==> src/rtl/mem_access_unit_pkg.sv <==
// Shared types and constants for the memory-stage access sequencer.
package MemAccessType;

  typedef enum logic [1:0] {
    MEM_IDLE,
    MEM_REQ,
    MEM_RESP,
    MEM_HOLD
  } memState;

  localparam int unsigned XLEN_DEFAULT     = 32;
  localparam int unsigned CNT_W            = 16;
  localparam int unsigned BYTE_OFFSET_BITS = $clog2(XLEN_DEFAULT / 8);

  function automatic int unsigned byte_offset_bits(input int unsigned xlen);
    return $clog2(xlen / 8);
  endfunction

endpackage

==> src/rtl/mem_access_unit_timeout_counter.sv <==
// Saturating 16-bit response-wait counter with a timeout compare.
module mem_timeout_counter
  import MemAccessType::*;
#(
  parameter int unsigned TIMEOUT_CYCLES = 255
) (
  input  logic clk,
  input  logic reset,
  input  logic clear,
  input  logic enable,
  output logic expired
);

  logic [CNT_W-1:0] count;

  always_ff @(posedge clk) begin
    if (!reset) begin
      count <= '0;
    end else if (clear) begin
      count <= '0;
    end else if (enable && (count != '1)) begin
      count <= count + 1'b1;
    end
  end

  assign expired = (count == CNT_W'(TIMEOUT_CYCLES - 1));

endmodule

==> src/rtl/mem_access_unit.sv <==
// Memory-stage sequencer: issues one data-bus request per M-stage access,
// stalls the pipeline while it is outstanding and reports faults.
module mem_access_unit
  import MemAccessType::*;
#(
  parameter int unsigned XLEN           = XLEN_DEFAULT,
  parameter int unsigned TIMEOUT_CYCLES = 255
) (
  input  logic              clk,
  input  logic              reset,
  input  logic              ValidInstruction_M,
  input  logic              MemEn_M,
  input  logic              MemWriteEn_M,
  input  logic [XLEN-1:0]   ComputeResult_M,
  input  logic [XLEN-1:0]   MemWriteData_M,
  input  logic [XLEN/8-1:0] MemWriteByteEn_M,
  input  logic              Flush_M,
  input  logic              StallExt_W,
  output logic              DBusReq,
  output logic              DBusWe,
  output logic [XLEN-1:0]   DBusAdr,
  output logic [XLEN-1:0]   DBusWData,
  output logic [XLEN/8-1:0] DBusByteEn,
  input  logic              DBusGnt,
  input  logic              DBusRValid,
  input  logic [XLEN-1:0]   DBusRData,
  input  logic              DBusErr,
  output logic [XLEN-1:0]   MemReadData_M,
  output logic              MemDataValid_M,
  output logic              AccessFault_M,
  output logic              Stall_M
);

  localparam int unsigned    OFF      = byte_offset_bits(XLEN);
  localparam logic [XLEN-1:0] ADR_MASK = ~XLEN'((1 << OFF) - 1);

  memState             state_q, state_d;
  logic                start;
  logic                discard_q, discard_d;
  logic                we_q;
  logic [XLEN-1:0]     adr_q, wdata_q, rdata_q, rdata_d;
  logic [XLEN/8-1:0]   be_q;
  logic [XLEN-1:0]     adr_in;
  logic [XLEN/8-1:0]   be_in;
  logic                cnt_clear, cnt_en, expired;

  assign start  = ValidInstruction_M & MemEn_M & ~Flush_M;
  assign adr_in = ComputeResult_M & ADR_MASK;
  assign be_in  = MemWriteEn_M ? MemWriteByteEn_M : '1;

  always_ff @(posedge clk) begin
    if (!reset) begin
      state_q   <= MEM_IDLE;
      discard_q <= 1'b0;
      we_q      <= 1'b0;
      adr_q     <= '0;
      wdata_q   <= '0;
      be_q      <= '0;
      rdata_q   <= '0;
    end else begin
      state_q   <= state_d;
      discard_q <= discard_d;
      rdata_q   <= rdata_d;
      if (state_q == MEM_IDLE && start) begin
        we_q    <= MemWriteEn_M;
        adr_q   <= adr_in;
        wdata_q <= MemWriteData_M;
        be_q    <= be_in;
      end
    end
  end

  always_comb begin
    state_d   = state_q;
    discard_d = discard_q;
    unique case (state_q)
      MEM_IDLE: begin
        discard_d = 1'b0;
        if (start) state_d = DBusGnt ? MEM_RESP : MEM_REQ;
      end
      MEM_REQ: begin
        if (DBusGnt) begin
          state_d   = MEM_RESP;
          discard_d = Flush_M;
        end else if (Flush_M) begin
          state_d = MEM_IDLE;
        end
      end
      MEM_RESP: begin
        if (Flush_M) discard_d = 1'b1;
        if (DBusRValid) begin
          state_d   = (!DBusErr && !discard_q && StallExt_W) ? MEM_HOLD : MEM_IDLE;
          discard_d = 1'b0;
        end else if (expired) begin
          state_d   = MEM_IDLE;
          discard_d = 1'b0;
        end
      end
      MEM_HOLD: begin
        if (!StallExt_W) state_d = MEM_IDLE;
      end
      default: state_d = MEM_IDLE;
    endcase
  end

  assign cnt_clear = (state_q != MEM_RESP) && (state_d == MEM_RESP);
  assign cnt_en    = (state_q == MEM_RESP) && !DBusRValid;

  mem_timeout_counter #(.TIMEOUT_CYCLES(TIMEOUT_CYCLES)) u_timeout (
    .clk     (clk),
    .reset   (reset),
    .clear   (cnt_clear),
    .enable  (cnt_en),
    .expired (expired)
  );

  // Completion data bypasses rdata_q so the pipeline can advance in the RValid cycle.
  always_comb begin
    DBusReq        = 1'b0;
    DBusWe         = we_q;
    DBusAdr        = adr_q;
    DBusWData      = wdata_q;
    DBusByteEn     = be_q;
    MemReadData_M  = rdata_q;
    MemDataValid_M = 1'b0;
    AccessFault_M  = 1'b0;
    Stall_M        = 1'b0;
    rdata_d        = rdata_q;
    unique case (state_q)
      MEM_IDLE: begin
        DBusReq    = start;
        DBusWe     = MemWriteEn_M;
        DBusAdr    = adr_in;
        DBusWData  = MemWriteData_M;
        DBusByteEn = be_in;
        Stall_M    = start;
      end
      MEM_REQ: begin
        DBusReq = 1'b1;
        Stall_M = 1'b1;
      end
      MEM_RESP: begin
        Stall_M = ~(DBusRValid & ~StallExt_W);
        if (DBusRValid && !discard_q) begin
          if (DBusErr) begin
            AccessFault_M = 1'b1;
            rdata_d       = '0;
          end else begin
            MemDataValid_M = 1'b1;
            rdata_d        = we_q ? '0 : DBusRData;
          end
          MemReadData_M = rdata_d;
        end else if (!DBusRValid && expired && !discard_q) begin
          AccessFault_M = 1'b1;
        end
      end
      MEM_HOLD: begin
        MemDataValid_M = 1'b1;
        Stall_M        = StallExt_W;
      end
      default: ;
    endcase
    if (!reset) begin
      DBusReq        = 1'b0;
      DBusWe         = 1'b0;
      DBusAdr        = '0;
      DBusWData      = '0;
      DBusByteEn     = '0;
      MemReadData_M  = '0;
      MemDataValid_M = 1'b0;
      AccessFault_M  = 1'b0;
      Stall_M        = 1'b0;
    end
  end

endmodule
==> config.mk <==
export PLATFORM = sky130hd
export DESIGN_NAME = mem_access_unit
export DESIGN_NICKNAME = d
export VERILOG_FILES = /design/src/rtl/mem_access_unit_pkg.sv /design/src/rtl/mem_access_unit_timeout_counter.sv /design/src/rtl/mem_access_unit.sv
export SDC_FILE = /design/constraint.sdc
export NUM_CORES = 1
export LEC_CHECK = 0
export CAP_MARGIN = 20
export CORE_ASPECT_RATIO = 0.6
export CORE_MARGIN = 2
export CORE_UTILIZATION = 45
export DETAILED_ROUTE_END_ITERATION = 10
export PLACE_DENSITY = 0.82
export SLEW_MARGIN = 25
export SYNTH_ARGS = -nofsm -noshare
export SYNTH_HDL_FRONTEND = slang
export SYNTH_SLANG_ARGS = --single-unit
export TNS_END_PERCENT = 20
==> constraint.sdc <==
create_clock -name clk -period 3 [get_ports clk]
set_clock_uncertainty 0.1 [all_clocks]
set_input_delay 0.45 -clock clk [delete_from_list [all_inputs] [get_ports clk]]
set_output_delay 0.45 -clock clk [all_outputs]
set_load 0.03 [all_outputs]
==> results.sh <==
export IMPL_switching_power_mw=2.16
export IMPL_ys_warn_count=0
export IMPL_grt_pass1_wl_mm=25.8
export IMPL_leakagePower_nw=3.51
export IMPL_cp_data_arrival_time_ns=2.35
export IMPL_drive_gt1_share_pct=12.9
export IMPL_fmax_ghz=0.345
export IMPL_portBuffers=210
export IMPL_ios=215
export IMPL_post_route_period_util_pct=96.7
export IMPL_slowest_delay_ns=0.69
export IMPL_clk_path_buf_depth=2
export IMPL_initial_utilization_pct=46.6
export IMPL_rrSetupSlack_ns=0.66
export IMPL_endpoint_kind="primary output"
export IMPL_antenna_cells=0
export IMPL_reg2reg_depth=5
export IMPL_dr_pass1_iters=5
export IMPL_place_area_um2=7910
export IMPL_final_util_pct=70.4
export IMPL_yosysTopAreaCellShare_pct=41.6
export IMPL_rows=31
export IMPL_synth_seq_area_share_pct=41.6
export IMPL_place_gp_congestion=0.865
export IMPL_hold_violations=0
export IMPL_internal_power_mw=4.02
export IMPL_grt_max_degree=64
export IMPL_wl_mm=16.3
export IMPL_synth_cells=708
export IMPL_ys_seq_elements=118
export IMPL_crit_cells=6
export IMPL_clkLatencyLatePin_ns=0.41
export IMPL_die_height_um=91.0
export IMPL_vias=5578
export IMPL_pwr_share_seq_pct=27.8
export IMPL_cp_top_family="buffers and inverters"
export IMPL_avgSynthCellArea_um2=8.02
export IMPL_track_usage_pct=23.6
export IMPL_n_fill_cell=981
export IMPL_pwr_share_clk_pct=34.0
export IMPL_cts_made_buffers=17
export IMPL_crit_required_ns=2.45
export IMPL_synth_distinct_cells=51
export IMPL_drv_cap=0
export IMPL_cts_tree="built"
export IMPL_synth_top_area_cell="dfxtp_1"
export IMPL_crit_chain="inv_2 -> ha_4 -> buf_12 -> mux2i_1 -> nor2_1 -> clkdlybuf4s50_1"
export IMPL_final_cell_area_um2=8580
export IMPL_ys_async_sr_fraction_pct=0
export IMPL_drt_antenna_violating_nets=0
export IMPL_crit_type="reg2out"
export IMPL_drt_iter0_markers=276
export IMPL_tightest_slew_ns=0.906
export IMPL_r2r_start="u_timeout.count[12]"
export IMPL_routed_via_density=5.13
export IMPL_netSwitchingFraction_pct=35.0
export IMPL_core_um2=12200
export IMPL_synth_edf_count=0
export IMPL_clk_pin_slew_ns=0.06
export IMPL_whs_ns=0.352
export IMPL_htreeDepth=4
export IMPL_regArea_um2=2360
export IMPL_status="finished clean"
export IMPL_synth_most_common_cell="nand2_1"
export IMPL_pwr_share_comb_pct=38.2
export IMPL_crit_start="state_q[0]"
export IMPL_power_mw=6.18
export IMPL_critical_path_max_fanout=26
export IMPL_path_buf_inv=3
export IMPL_wire_per_inst_um=15.0
export IMPL_max_vdd_ir_drop_mv=0.454
export IMPL_crit_path_top_delay_cell="clkdlybuf4s50_1"
export IMPL_multi_input_area_um2=3100
export IMPL_max_slew_margin_rel_pct=39.0
export IMPL_area_growth_pct=51.1
export IMPL_period_needed_ns=2.90
export IMPL_grt_antenna_before_repair=0
export IMPL_setup_viol=0
export IMPL_cp_endpoint="DBusWData[2]"
export IMPL_clock_sinks=118
export IMPL_hpwl_mm=11.1
export IMPL_grt_overflow_total=0
export IMPL_power_density_nw_per_um2=721
export IMPL_ys_flop_type="dfxtp_1"
export IMPL_die_area_um2=13600
export IMPL_r2r_end="u_timeout.count[1]"
export IMPL_worst_setup_path_start_kind="flip-flop"
export IMPL_holdBufCountCts=0
export IMPL_synth_top_cells_by_count="nand2_1, dfxtp_1, nor2_1"
export IMPL_hp_class="reg2reg"
export IMPL_drc=0
export IMPL_place_inst=1052
export IMPL_grt_pass1_vias=5138
export IMPL_maxSlewViolCount=0
export IMPL_final_cells=1087
export IMPL_synth_cell_area_um2=5680
export IMPL_layout_nets=1026
export IMPL_clockRootBuffer="clkbuf_16"
export IMPL_dieWidth_um=149
export IMPL_synth_top_cells_by_area="dfxtp_1, mux2i_1, nand2_1, nor2_1, a21oi_1"
==> worst min-delay path by stage <==
| stage | startpoint | endpoint | slack [ns] | cells after the start |
|---|---|---|---|---|
| global route | wdata_q[10] | wdata_q[10] | 0.37 | 2 |
| floorplan | adr_q[10] | adr_q[10] | 0.34 | 2 |
| CTS | wdata_q[10] | wdata_q[10] | 0.35 | 2 |
| finish | wdata_q[11] | wdata_q[11] | 0.35 | 2 |
| detailed placement | wdata_q[10] | wdata_q[10] | 0.34 | 2 |
| global placement | wdata_q[10] | wdata_q[10] | 0.34 | 2 |
==> through the flow <==
| stage | setup TNS, ns | setup slack, ns |
|---|---|---|
| final | 0 | 0.0978 |
| after global routing | -0.0542 | -0.00897 |
| after CTS | 0 | 0.00691 |
| after detailed placement | 0 | 0.237 |
| after global placement | 0 | 0.250 |
| after floorplan | 0 | 0.249 |
==> worst reg2reg max path, cell delays in order (launching register included) <==
cell	delay, ns
dfxtp_1	0.34
or4_4	0.56
nor4_4	0.42
nor3_1	0.12
o2111a_2	0.45
a2111oi_2	0.25
==> area by class of cell <==
class	instances	share of cell area [%]
Multi-Input combinational cell	529	36.1
Timing Repair Buffer	235	26.3
Inverter	8	0.408
Sequential cell	118	27.6
Clock buffer	18	5.12
Clock inverter	14	2.04
Tap cell	165	2.41
==> power by group through the flow <==
stage	registers (mW)	clock network [mW]	logic, mW
after CTS	1.71	2.13	2.34
after floorplan	1.74	0	1.50
after detailed placement	1.75	0	2.31
after global placement	1.74	0	2.30
after global routing	1.73	2.21	2.52
final	1.72	2.10	2.36
==> state kept, by name, indices dropped and copies added (netlist names) <==
| signal | flops |
|---|---|
| we_q | 1 |
| state_q | 2 |
| wdata_q | 32 |
| u_timeout.count | 16 |
| discard_q | 1 |
| rdata_q | 32 |
| adr_q | 30 |
| be_q | 4 |
==> placed cells by master (no fill, tap or decap), types with 5 or more instances in the layout <==
| master | netlist | final |
|---|---|---|
| dfxtp_1 | 118 | 117 |
| inv_1 | 7 | 6 |
| ha_1 | 7 | 5 |
| xnor2_1 | 5 | 5 |
| xor2_1 | 9 | 9 |
| nor3_1 | 10 | 9 |
| a21oi_1 | 65 | 65 |
| clkdlybuf4s50_1 | 0 | 171 |
| nor2_1 | 114 | 113 |
| mux2i_1 | 66 | 66 |
| buf_4 | 2 | 56 |
| nand4_1 | 10 | 10 |
| nand2_1 | 136 | 136 |
| a22oi_1 | 32 | 32 |
| nor3_2 | 10 | 10 |
| a211oi_1 | 8 | 8 |
| nand3_1 | 7 | 7 |
| nor2b_1 | 9 | 9 |
| clkbuf_16 | 0 | 17 |
==> kinds of logic after synthesis <==
group | count (synthesis) | share of synthesized area [%]
and+or+nand+nor | 322 | 25.6
AOI/OAI and AO/OA | 118 | 12.8
DFF | 118 | 41.6
muxes | 66 | 11.6
buffers and inverters | 62 | 4.61
xor gates and xnor gates | 14 | 2.16
adders and majority gates | 7 | 1.54
other | 1 | 0.0661
==> repair_timing <==
| item | CTS | global route |
|---|---|---|
| pin swaps | 0 | 2 |
| setup endpoints to repair | 36 | 69 |
| buffers inserted | 1 | 0 |
| cloned | 0 | 2 |
| gates resized for setup | 1 | 12 |
==> layer usage <==
layer	routed length (um)	GRT usage [%]	vias to the layer above
met5	0	0	-
met4	239	8.02	0
met3	1450	8.04	22
met2	6950	35.1	198
met1	7630	32.0	2544
li1	-	-	2814
No activity file was read; power rests on OpenSTA's default activity.
==> RTL change 1, RTL diff (same flow settings) <==
Reset style: asynchronous (`reset`), changed in 2 clocked blocks.
--- a/src/rtl/mem_access_unit_timeout_counter.sv
+++ b/src/rtl/mem_access_unit_timeout_counter.sv
@@ -14,5 +14,5 @@
   logic [CNT_W-1:0] count;
 
-  always_ff @(posedge clk) begin
+  always_ff @(posedge clk or negedge reset) begin
     if (!reset) begin
       count <= '0;
--- a/src/rtl/mem_access_unit.sv
+++ b/src/rtl/mem_access_unit.sv
@@ -49,5 +49,5 @@
   assign be_in  = MemWriteEn_M ? MemWriteByteEn_M : '1;
 
-  always_ff @(posedge clk) begin
+  always_ff @(posedge clk or negedge reset) begin
     if (!reset) begin
       state_q   <= MEM_IDLE;
Check against the original RTL: same outputs for any inputs over 4 cycles, from zero or initial values and one cycle with reset low; that may be too few to reach the edited logic, so the function may still have changed.
==> RTL change 1 against the unedited design <==
- synthesized area rose by 12%
- wire length grew 7.1%
- critical path type unchanged
- clock power shrank 4%
- cell count increased by 1.8%
- maximum frequency is 0.73% higher
- sequential share of layout area rose by 4.0 points
- cell area rose by 9.3%
- first-iteration DRC count grew 26%
- power is 48% higher
- worst setup slack gained 0.021 ns
- critical endpoint is now DBusByteEn[3]
- sequential cell count did not move
- non-clock buffer count did not move
==> RTL change 1: results (changes against the unedited design) <==
Synth
  • Main synth FF type: dfrtp_1 (was dfxtp_1)
  • Compound-cell area share of the yosys netlist: 0.0881 (was 0.128)
  • Area contributors post-synth: dfrtp_1 (46%), nand2_1 (12%), mux2i_1 (10%), nor2b_1 (6.6%), a22o_1 (4.5%) (was dfxtp_1 (42%), mux2i_1 (12%), nand2_1 (9.0%), nor2_1 (7.5%), a21oi_1 (5.7%))
  • Post-Synth Adder-Cell Area: 0.0118 (was 0.0154)
  • Mux share of post-synthesis cell area: 0.100 (was 0.116)
  • Synth async-reset ratio: 1.00 (was 0)

Cells and area
  • # nets final: 1018 (was 1026)
  • Seq. cell area: 2950 um^2 (was 2360 um^2)
  • Clkbuf count: 17 (was 18)
  • Layout cells sized above 1: 0.118 (was 0.129)
  • Multi-input combinational area share: 0.342 (was 0.361)
  • #MultiIn Comb: 522 (was 529)
  • Final non-filler cell total: 1107 (was 1087)
  • Fill cell count: 1042 (was 981)
  • Clock network area share: 0.0622 (was 0.0716)

Routing
  • Via count: 5499 (was 5578)
  • Routed met2 length: 7630 um (was 6950 um)
  • Iter 0 DRT Violations: 347 (was 276)
  • Drt wl/cell: 15.7 um (was 15.0 um)
  • WL met3: 1310 um (was 1450 um)

GRT
  • GR Util met3: 0.0828 (was 0.0804)
  • Tot GR Track Use: 0.232 (was 0.236)
  • Met2 Use GR: 0.346 (was 0.351)
  • Met1 Track Usage GR: 0.323 (was 0.320)

Placed design
  • HPWL after DPL: 12100 um (was 11100 um)
  • Gp weighted congestion: 0.885 (was 0.865)
  • Placed Area: 8710 um^2 (was 7910 um^2)
  • Post-Place Worst Slack: 0.261 ns (was 0.237 ns)

Run status
  • Status: completed (unchanged)

Critical path
  • Crit-path max FO: 11 (was 26)
  • R2R depth: 9 (was 5)
  • Crit path DAT: 2.33 ns (was 2.35 ns)
  • R2R Path End: u_timeout.count[15] (was u_timeout.count[1])
  • Crit path launch: state_q[1] (was state_q[0])

Pwr
  • Static Leak: 5.06 nW (was 3.51 nW)
RTL change 1: power by group:
group / leakage (nW) / switching, mW / internal (mW)
clock: 0.282 / 0.835 / 1.18
sequential: 1.52 / 0.351 / 2.23
combinational: 3.26 / 2.56 / 1.97
total: 5.06 / 3.75 / 5.37
RTL change 1: worst max-delay path by stage:
stage | end | slack (ns)
3_3_place_gp | u_timeout.count[15] | 0.32
5_1_grt | DBusByteEn[3] | 0.004
4_1_cts | DBusWData[11] | 0.0005
3_5_place_dp | u_timeout.count[2] | 0.26
2_1_floorplan | MemReadData_M[10] | 0.50
6_report | DBusByteEn[3] | 0.12
RTL change 1: what timing repair did:
item,in CTS,in global routing
hold buffers,1,0
setup endpoints to repair,53,36
endpoints found under the hold margin,6,0
gates resized for setup,28,36
buffers inserted,2,0
pin swaps,1,0
RTL change 1: critical path, stage by stage, from the launching register on:
cell and delay [ns]:
dfrtp_1 0.43, inv_1 0.17, ha_4 0.30, buf_4 0.19
o211a_1 0.15, clkdlybuf4s50_1 0.68
==> RTL change 2, RTL diff (same flow settings) <==
Without the edit above. The package constant `XLEN_DEFAULT` goes from 32 to 64.
--- a/src/rtl/mem_access_unit_pkg.sv
+++ b/src/rtl/mem_access_unit_pkg.sv
@@ -9,5 +9,5 @@
   } memState;
 
-  localparam int unsigned XLEN_DEFAULT     = 32;
+  localparam int unsigned XLEN_DEFAULT     = 64;
   localparam int unsigned CNT_W            = 16;
   localparam int unsigned BYTE_OFFSET_BITS = $clog2(XLEN_DEFAULT / 8);
Interface: changed (8 resized); port bits go from 215 to 415. The function was not compared with the original's and may differ.
==> RTL change 2 against the unedited design <==
- power grew 69%
- cell area is 86% higher
- worst setup slack got worse by 0.030 ns
- synthesized area grew 92%
- cell count increased by 80%
- sequential cell count increased by 99
- register-to-register slack got worse by 0.16 ns
- wire length increased by 110%
- critical path type unchanged
- largest cell class unchanged
==> RTL change 2: results (changes against the unedited design) <==
Cells and area
  • #MultiIn Comb: 928 (was 529)
  • Non-clock buffer share: 0.265 (was 0.263)
  • Seq Cell Count: 217 (was 118)
  • Clkbuf count: 31 (was 18)
  • Final non-filler cell total: 1959 (was 1087)
  • Clock network area share: 0.0471 (was 0.0716)
  • Non-clock buffers: 440 (was 235)
  • Multi-input logic area: 6150 um^2 (was 3100 um^2)
  • Seq. cell area: 4350 um^2 (was 2360 um^2)
  • Fraction of area in registers: 0.273 (was 0.276)
  • Biggest registers after layout: rdata_q (64), wdata_q (64), adr_q (61) (was rdata_q (32), wdata_q (32), adr_q (30))
  • # nets final: 1835 (was 1026)
  • Inserted Diodes: 4 (was 0)

GRT
  • Met2 Use GR: 0.419 (was 0.351)
  • Largest net degree at the start of global routing: 127 (was 64)
  • Met1 Track Usage GR: 0.303 (was 0.320)
  • GR Util met3: 0.0696 (was 0.0804)
  • Initial antenna violation count: 6 (was 0)
  • Number of global-route vias before repair: 9486 (was 5138)
  • Tot GR Track Use: 0.245 (was 0.236)

Pwr
  • Worst VDD drop: 0.416 mV (was 0.454 mV)
  • Static Leak: 6.71 nW (was 3.51 nW)
  • P_int: 6.66 mW (was 4.02 mW)

Floorplan
  • Row count: 44 (was 31)

CTS
  • Clock Latency Late Sink: 0.51 ns (was 0.41 ns)
  • Clock Tree Buf Depth: 3 (was 2)
  • Total CTS buffers: 22 (was 17)

Placed design
  • Port Buffers: 408 (was 210)
  • Inst Count DP: 1908 (was 1052)
  • Gp weighted congestion: 0.885 (was 0.865)
  • Post-Place Worst Slack: 0.0610 ns (was 0.237 ns)
  • Placed Area: 15000 um^2 (was 7910 um^2)
  • HPWL after DPL: 23200 um (was 11100 um)

Synth
  • Mux share of post-synthesis cell area: 0.120 (was 0.116)
  • Top cells by count, synth: nand2_1 (277), dfxtp_1 (217), nor2b_1 (201) (was nand2_1 (136), dfxtp_1 (118), nor2_1 (114))
  • Post-Synth Adder-Cell Area: 0.00805 (was 0.0154)
  • XOR/XNOR Fraction of Synth Area: 0.00724 (was 0.0216)

Timing
  • Slew Limit Headroom: 0.569 (was 0.390)
  • Setup ws final: 0.0677 ns (was 0.0978 ns)
  • Minimum hold slack: 0.305 ns (was 0.352 ns)

Critical path
  • Crit-path max FO: 32 (was 26)
  • R2R depth: 7 (was 5)
  • CP max stage cell: dfxtp_4 (was clkdlybuf4s50_1)
  • Crit path largest cell delay: 0.37 ns (was 0.69 ns)
  • R2R Setup Slk: 0.50 ns (was 0.66 ns)
  • Worst R2R Start: state_q[1] (was u_timeout.count[12])

Worst hold path
  • Worst hold start: reset (was wdata_q[11])
  • Hold EP: be_q[1] (was wdata_q[11])

Routing
  • Iter 0 DRT Violations: 620 (was 276)
  • Via count: 10000 (was 5578)

Run status
  • Status: completed (unchanged)
## RTL change 2: power groups by stage
stage	registers [mW]	logic, mW	clock network [mW]
CTS	3.15	4.38	2.91
global placement	3.20	4.39	0
detailed placement	3.21	4.45	0
finish	3.15	4.46	2.86
floorplan	3.18	2.83	0
global route	3.17	4.72	3.03
## RTL change 2: per-layer routing
metal  share of wire  vias to the layer above
met4           0.019                        2
met1            0.42                     4722
li1                -                     4956
met5         0.00021                        -
met2            0.48                      287
met3           0.081                       52
## RTL change 2: repair_timing
action / CTS / global route
gates cloned: 0 / 3
endpoints found under the setup margin: 115 / 90
buffers inserted: 0 / 5
gates resized for setup: 48 / 16
pin swaps: 0 / 1
## RTL change 2: worst max-delay path: cells and delay by family (launching register included)
kind	cells	cell delay (ns)
simple gates	4	0.63
fa+ha+maj	1	0.13
compound gates	1	0.08
buf+inv	4	0.64
flops	1	0.37
